## src/rtl/alu_cmd_driver.sv

```systemverilog
// Command-side driver for the 8-bit accumulator ALU.
// Host commands are queued in a small FIFO. Each one is issued to the ALU as
// registered mux/operand/select drives. After the ALU latency the result is
// captured and handed back over a valid/ready response channel. An errored
// response (overflow or illegal op) is followed by a one-cycle accumulator reset.
//
//   state   | meaning
//   --------+-------------------------------------------------------------
//   IDLE    | nothing in flight; leaves as soon as the FIFO has an entry
//   ISSUE   | pop head, drive ALU (legal op) or build error response (op 7)
//   WAIT    | count down the ALU latency, capture result/overflow at zero
//   RESP    | hold rsp_valid/rsp_data/rsp_err until the host takes them
//   ERROR   | one cycle of in_selector=reset with zeroed operands
module alu_cmd_driver #(
    parameter int WIDTH   = 8,
    parameter int DEPTH   = 4,
    parameter int ALU_LAT = 1
) (
    input  logic             clk,
    input  logic             rst_n,
    input  logic             cmd_valid,
    output logic             cmd_ready,
    input  logic [2:0]       cmd_op,
    input  logic [WIDTH-1:0] cmd_a,
    input  logic [WIDTH-1:0] cmd_b,
    input  logic             cmd_chain,
    output logic [2:0]       in_selector,
    output logic [WIDTH-1:0] num1,
    output logic [WIDTH-1:0] num2,
    output logic [6:0]       out_selector,
    input  logic [WIDTH-1:0] alu_result,
    input  logic             alu_overflow,
    output logic             rsp_valid,
    input  logic             rsp_ready,
    output logic [WIDTH-1:0] rsp_data,
    output logic             rsp_err,
    output logic             busy
);

    localparam int AW = (DEPTH > 1) ? $clog2(DEPTH) : 1;
    localparam int CW = (ALU_LAT > 0) ? $clog2(ALU_LAT + 1) : 1;
    localparam int EW = 3 + 2 * WIDTH + 1;

    localparam logic [2:0] SEL_PERSIST = 3'b100;
    localparam logic [2:0] SEL_LOAD    = 3'b010;
    localparam logic [2:0] SEL_RESET   = 3'b001;
    localparam logic [2:0] OP_ILLEGAL  = 3'd7;

    typedef enum logic [2:0] {
        S_IDLE,
        S_ISSUE,
        S_WAIT,
        S_RESP,
        S_ERROR
    } state_t;

    state_t state, state_nxt;

    // ------------------------------------------------------------------
    // Command FIFO
    // ------------------------------------------------------------------
    logic [EW-1:0]    fifo_mem [DEPTH];
    logic [AW-1:0]    wr_ptr, rd_ptr;
    logic [AW:0]      count;
    logic             full, empty, push, pop;
    logic [2:0]       head_op;
    logic [WIDTH-1:0] head_a, head_b;
    logic             head_chain;

    assign full      = (count == (AW + 1)'(DEPTH));
    assign empty     = (count == '0);
    // cmd_ready depends only on the stored count, never on this cycle's pop.
    assign cmd_ready = !full;
    assign push      = cmd_valid && !full;
    // ISSUE is only entered with a non-empty FIFO, so a pop is always legal.
    assign pop       = (state == S_ISSUE);

    assign {head_op, head_a, head_b, head_chain} = fifo_mem[rd_ptr];

    // FIFO storage write; data needs no reset since count gates its use.
    always_ff @(posedge clk) begin
        if (push) begin
            fifo_mem[wr_ptr] <= {cmd_op, cmd_a, cmd_b, cmd_chain};
        end
    end

    // FIFO pointers and occupancy; simultaneous push and pop leave count unchanged.
    always_ff @(posedge clk or negedge rst_n) begin
        if (!rst_n) begin
            wr_ptr <= '0;
            rd_ptr <= '0;
            count  <= '0;
        end else begin
            if (push) begin
                wr_ptr <= (wr_ptr == AW'(DEPTH - 1)) ? '0 : wr_ptr + 1'b1;
            end
            if (pop) begin
                rd_ptr <= (rd_ptr == AW'(DEPTH - 1)) ? '0 : rd_ptr + 1'b1;
            end
            case ({push, pop})
                2'b10:   count <= count + 1'b1;
                2'b01:   count <= count - 1'b1;
                default: count <= count;
            endcase
        end
    end

    // ------------------------------------------------------------------
    // Sequencer
    // ------------------------------------------------------------------
    logic [CW-1:0]    lat_cnt, lat_cnt_nxt;
    logic [2:0]       in_sel_nxt;
    logic [WIDTH-1:0] num1_nxt, num2_nxt;
    logic [6:0]       out_sel_nxt;
    logic             rsp_valid_nxt;
    logic [WIDTH-1:0] rsp_data_nxt;
    logic             rsp_err_nxt;

    // State register and all registered ALU/host-side outputs.
    always_ff @(posedge clk or negedge rst_n) begin
        if (!rst_n) begin
            state        <= S_IDLE;
            lat_cnt      <= '0;
            in_selector  <= SEL_RESET;
            num1         <= '0;
            num2         <= '0;
            out_selector <= '0;
            rsp_valid    <= 1'b0;
            rsp_data     <= '0;
            rsp_err      <= 1'b0;
        end else begin
            state        <= state_nxt;
            lat_cnt      <= lat_cnt_nxt;
            in_selector  <= in_sel_nxt;
            num1         <= num1_nxt;
            num2         <= num2_nxt;
            out_selector <= out_sel_nxt;
            rsp_valid    <= rsp_valid_nxt;
            rsp_data     <= rsp_data_nxt;
            rsp_err      <= rsp_err_nxt;
        end
    end

    // Next state and next register values; the ALU holds its accumulator by default.
    always_comb begin
        state_nxt     = state;
        lat_cnt_nxt   = lat_cnt;
        in_sel_nxt    = SEL_PERSIST;
        num1_nxt      = num1;
        num2_nxt      = num2;
        out_sel_nxt   = out_selector;
        rsp_valid_nxt = rsp_valid;
        rsp_data_nxt  = rsp_data;
        rsp_err_nxt   = rsp_err;

        case (state)
            S_IDLE: begin
                if (!empty) begin
                    state_nxt = S_ISSUE;
                end
            end

            S_ISSUE: begin
                if (head_op == OP_ILLEGAL) begin
                    // Leave every ALU drive exactly as it was.
                    in_sel_nxt    = in_selector;
                    rsp_data_nxt  = '0;
                    rsp_err_nxt   = 1'b1;
                    rsp_valid_nxt = 1'b1;
                    state_nxt     = S_RESP;
                end else begin
                    num1_nxt    = head_a;
                    num2_nxt    = head_b;
                    out_sel_nxt = 7'b1000000 >> head_op;
                    in_sel_nxt  = head_chain ? SEL_PERSIST : SEL_LOAD;
                    lat_cnt_nxt = CW'(ALU_LAT);
                    state_nxt   = S_WAIT;
                end
            end

            S_WAIT: begin
                lat_cnt_nxt = lat_cnt - 1'b1;
                // Capture on the edge where the counter reaches zero.
                if (lat_cnt <= CW'(1)) begin
                    lat_cnt_nxt   = '0;
                    rsp_data_nxt  = alu_result;
                    rsp_err_nxt   = alu_overflow;
                    rsp_valid_nxt = 1'b1;
                    state_nxt     = S_RESP;
                end
            end

            S_RESP: begin
                if (rsp_ready) begin
                    rsp_valid_nxt = 1'b0;
                    if (rsp_err) begin
                        // Reset drive is registered on entry so it is seen
                        // by the ALU for exactly the ERROR cycle.
                        in_sel_nxt = SEL_RESET;
                        num1_nxt   = '0;
                        num2_nxt   = '0;
                        state_nxt  = S_ERROR;
                    end else begin
                        state_nxt = S_IDLE;
                    end
                end
            end

            S_ERROR: begin
                state_nxt = S_IDLE;
            end

            default: begin
                state_nxt = S_IDLE;
            end
        endcase
    end

    assign busy = (state != S_IDLE) || !empty;

endmodule

```

## config.mk

```make
export PLATFORM = sky130hd
export DESIGN_NAME = alu_cmd_driver
export DESIGN_NICKNAME = d
export VERILOG_FILES = /design/src/rtl/alu_cmd_driver.sv
export SDC_FILE = /design/constraint.sdc
export NUM_CORES = 1
export LEC_CHECK = 0
export ABC_AREA = 1
export CAP_MARGIN = 20
export CORE_MARGIN = 2
export CORE_UTILIZATION = 50
export DETAILED_ROUTE_END_ITERATION = 12
export GPL_TIMING_DRIVEN = 0
export PLACE_DENSITY = 0.74
export SLEW_MARGIN = 20
export SYNTH_ARGS = -nofsm -noshare
export SYNTH_HDL_FRONTEND = slang
export SYNTH_SLANG_ARGS = --single-unit
```

## constraint.sdc

```tcl
create_clock -name clk -period 3.9 [get_ports clk]
set_input_delay 0.78 -clock clk [delete_from_list [all_inputs] [get_ports clk]]
set_output_delay 0.78 -clock clk [all_outputs]
set_load 0.02 [all_outputs]
```

==> reports/summary.json <==
{
  "clocking": {
    "post_cts_buffers": 0,
    "hold_fix_buffer_count_after_cts": 0,
    "clock_sink_count": 126,
    "cts-buffers-inserted": 17,
    "tritoncts": "yes",
    "post_cts_resized": 0,
    "cts-root-to-sink-buffers": 2,
    "cts_root_buf": "clkbuf_8",
    "clock_tree.htree_level_count": 4,
    "worst_skew_pair.late_latency_ps": 520,
    "clk_pin_slew_ps": 60
  },
  "sta": {
    "period_needed_ps": 2657,
    "fin_skew_ps": 5.707,
    "clock.fmax_mhz": 376.4,
    "timing.final.max_slew_violations": 0,
    "hold_ws_ps": 184.1,
    "rsz0062_at_grt": "no",
    "timing.final.crit_share_pct": 68.12,
    "report.final.setup_viol": 0,
    "slew_headroom_pct": 51.34,
    "layout_setup_ws_ps": 1243,
    "setup_total_negative_slack_ps": 0,
    "hold_viol_final": 0,
    "worst_slew_pin_slew_ps": 728.1
  },
  "final_layout": {
    "most_common_cell_after_layout_fill_and_taps_aside": "nand2_1",
    "final_net_count": 611,
    "filler_cell_count": 795,
    "antenna_cells_inserted": 0,
    "area_delta_synth_final_pct": 28.80,
    "layout.cells.most_common_list": "nand2_1 (152), edfxtp_1 (80), clkdlybuf4s50_1 (69)",
    "drive_above_1_share_pct": 13.04
  },
  "pwr": {
    "p_int_uw": 3761,
    "p_leak_uw": 0.002880,
    "post-layout-total-power_uw": 5992,
    "power_frac_comb_pct": 39.9,
    "pwr-share-clk_pct": 26.4,
    "seqPwrFrac_pct": 33.7,
    "net-switching-power_uw": 2232,
    "power.ir.vdd_worst_mv": 0.6802,
    "power.switching_fraction_pct": 37.24,
    "pwr_density_cell_nw_per_um2": 882.0
  },
  "global_routing": {
    "grt_max_degree": 32,
    "antenna_found_initial": 0,
    "first_pass_grt_wire_length_um": 18230,
    "grt_overflow": 0,
    "grt_pass1_vias": 3696,
    "global_route.usage.total_pct": 21.61
  },
  "placement": {
    "place.port_buffers": 70,
    "placer_congestion_estimate": 0.7998,
    "preCtsSetupSlack_ps": 1115,
    "post-dp-hpwl_um": 7396
  },
  "critical_path": {
    "sort_of_element_at_the_end_of_the_critical_path": "output pin",
    "required_time_at_the_endpoint_of_the_critical_path_ps": 3120,
    "crit_type": "reg2out",
    "worstPathMaxFanout": 3,
    "worst_ep_arrival_time_ps": 1880,
    "crit_path_start_kind": "flip-flop"
  },
  "floorplanning": {
    "fp.dieH_um": 106.7,
    "row_count": 37,
    "starting_utilization_of_the_core_area_pct": 51.33,
    "ioPinCount": 71,
    "floorplan.core_area_um2": 10280,
    "design.die.area_um2": 11390,
    "floorplan.die.width_um": 106.7
  },
  "logic_synthesis": {
    "synthesized_nets": 519,
    "async_reset_ff_share_pct": 36.51,
    "yosys_warnings": 0,
    "post_synth_main_area_contributors": "edfxtp_1 (46%), dfrtp_1 (21%), nand2_1 (11%)",
    "proportion_of_netlist_area_held_by_the_largest_area_contributor_pct": 45.54,
    "combined_area_of_all_synthesized_cells_um2": 5275,
    "post_syn_area_per_cell_um2": 11.01,
    "synth_enable_flop_cells": 80,
    "synth_seq_cells": 126,
    "synth_seq_area_share_pct": 67.39,
    "synth.largest_area_cell": "edfxtp_1",
    "ys_types": 31,
    "postSynthCellCount": 479,
    "synth_top_flop_cell": "edfxtp_1"
  },
  "routing": {
    "dr_total_vias": 3725,
    "drt_drc_violations_left": 0,
    "first_pass_iters": 5,
    "finalWirelength_um": 11660,
    "detail_route.vias_per_cell": 5.181,
    "drt_first_iter_violations": 240,
    "post_drt_wl_per_cell_um": 16.21,
    "postRouteAntennaNets": 0
  },
  "status": {
    "status": "finished clean"
  },
  "worst_hold_path": {
    "worstHoldPathType": "in2async"
  },
  "flow_run": {
    "cap_violations": 0
  }
}
==> sequential cells by signal (all words and copies together) (netlist names) <==
signal	cells
fifo_mem	80
num1	8
rsp_valid	1
rd_ptr	2
wr_ptr	2
rsp_data	8
count	3
in_selector	3
rsp_err	1
out_selector	7
state	3
num2	8
==> cell usage after synthesis (2+ instances only) <==
cell / instances
nand2_1: 152
edfxtp_1: 80
nand3_1: 48
dfrtp_1: 45
a21oi_1: 36
inv_1: 27
o21ai_0: 17
nor2_1: 16
nand2_2: 15
ha_1: 6
buf_2: 5
buf_6: 4
buf_1: 3
clkbuf_1: 3
buf_4: 2
inv_2: 2
nand2_4: 2
nand3_2: 2
nor2_4: 2
==> area by class of cell <==
cell class,instances,area (µm²),share of cell area (%)
Timing Repair Buffer,73,738.2,10.87
Clock buffer,19,421.7,6.206
Sequential cell,126,3555,52.32
Tap cell,136,170.2,2.505
Clock inverter,12,168.9,2.486
Buffer,18,127.6,1.878
Inverter,30,117.6,1.731
Multi-Input combinational cell,305,1495,22.01
==> cell families after synthesis <==
kind of cell               synth area share [%]
DFF                                       67.39
adders and majority gates                 1.803
and+or+nand+nor                           20.59
AOI/OAI and AO/OA                         5.028
xor gates and xnor gates                 0.3321
muxes                                    0.2135
buffers and inverters                     4.649
==> metal layers <==
layer / track usage, % / part of all wire, % / vias to the layer above
li1: - / - / 1796
met1: 26.20 / 41 / 1767
met2: 37.58 / 50 / 140
met3: 5.228 / 6.9 / 22
met4: 7.978 / 1.6 / 0
met5: 0 / 0 / -
==> stage by stage <==
stage | utilization [%] | instances | area, µm²
after floorplan | - | 479 | 5275
after CTS | 66.11 | 719 | 6794
after global routing | 66.11 | 719 | 6794
after global placement | 59.80 | 685 | 6146
after detailed placement | 60.36 | 688 | 6203
final | 66.11 | 719 | 6794
==> worst max-delay path: stages (launching register included) <==
cell	delay, ps
dfrtp_1	410
nor2_1	210
nand4_1	170
clkdlybuf4s50_1	570
==> power groups by stage <==
stage	logic [µW]	clock network [µW]	registers, µW
final	2390	1580	2020
after global routing	2630	1650	2060
after CTS	2410	1600	2020
after detailed placement	2370	0	2040
after global placement	2270	0	2030
after floorplan	1330	0	2220
==> final timing paths <==
path / from / end / slack, ps / cells past startpoint
hold reg to reg: num2[7] / num2[7] / 470 / 2
setup / recovery: state[1] / busy / 1240 / 3
max in group asynchronous: rst_n / in_selector[0] / 3140 / 2
min in group clk: num2[7] / num2[7] / 470 / 2
setup reg to reg: count[0] / count[2] / 1780 / 8
hold / removal: rst_n / out_selector[3] / 180 / 1
Power figures use the tool's default switching activity.
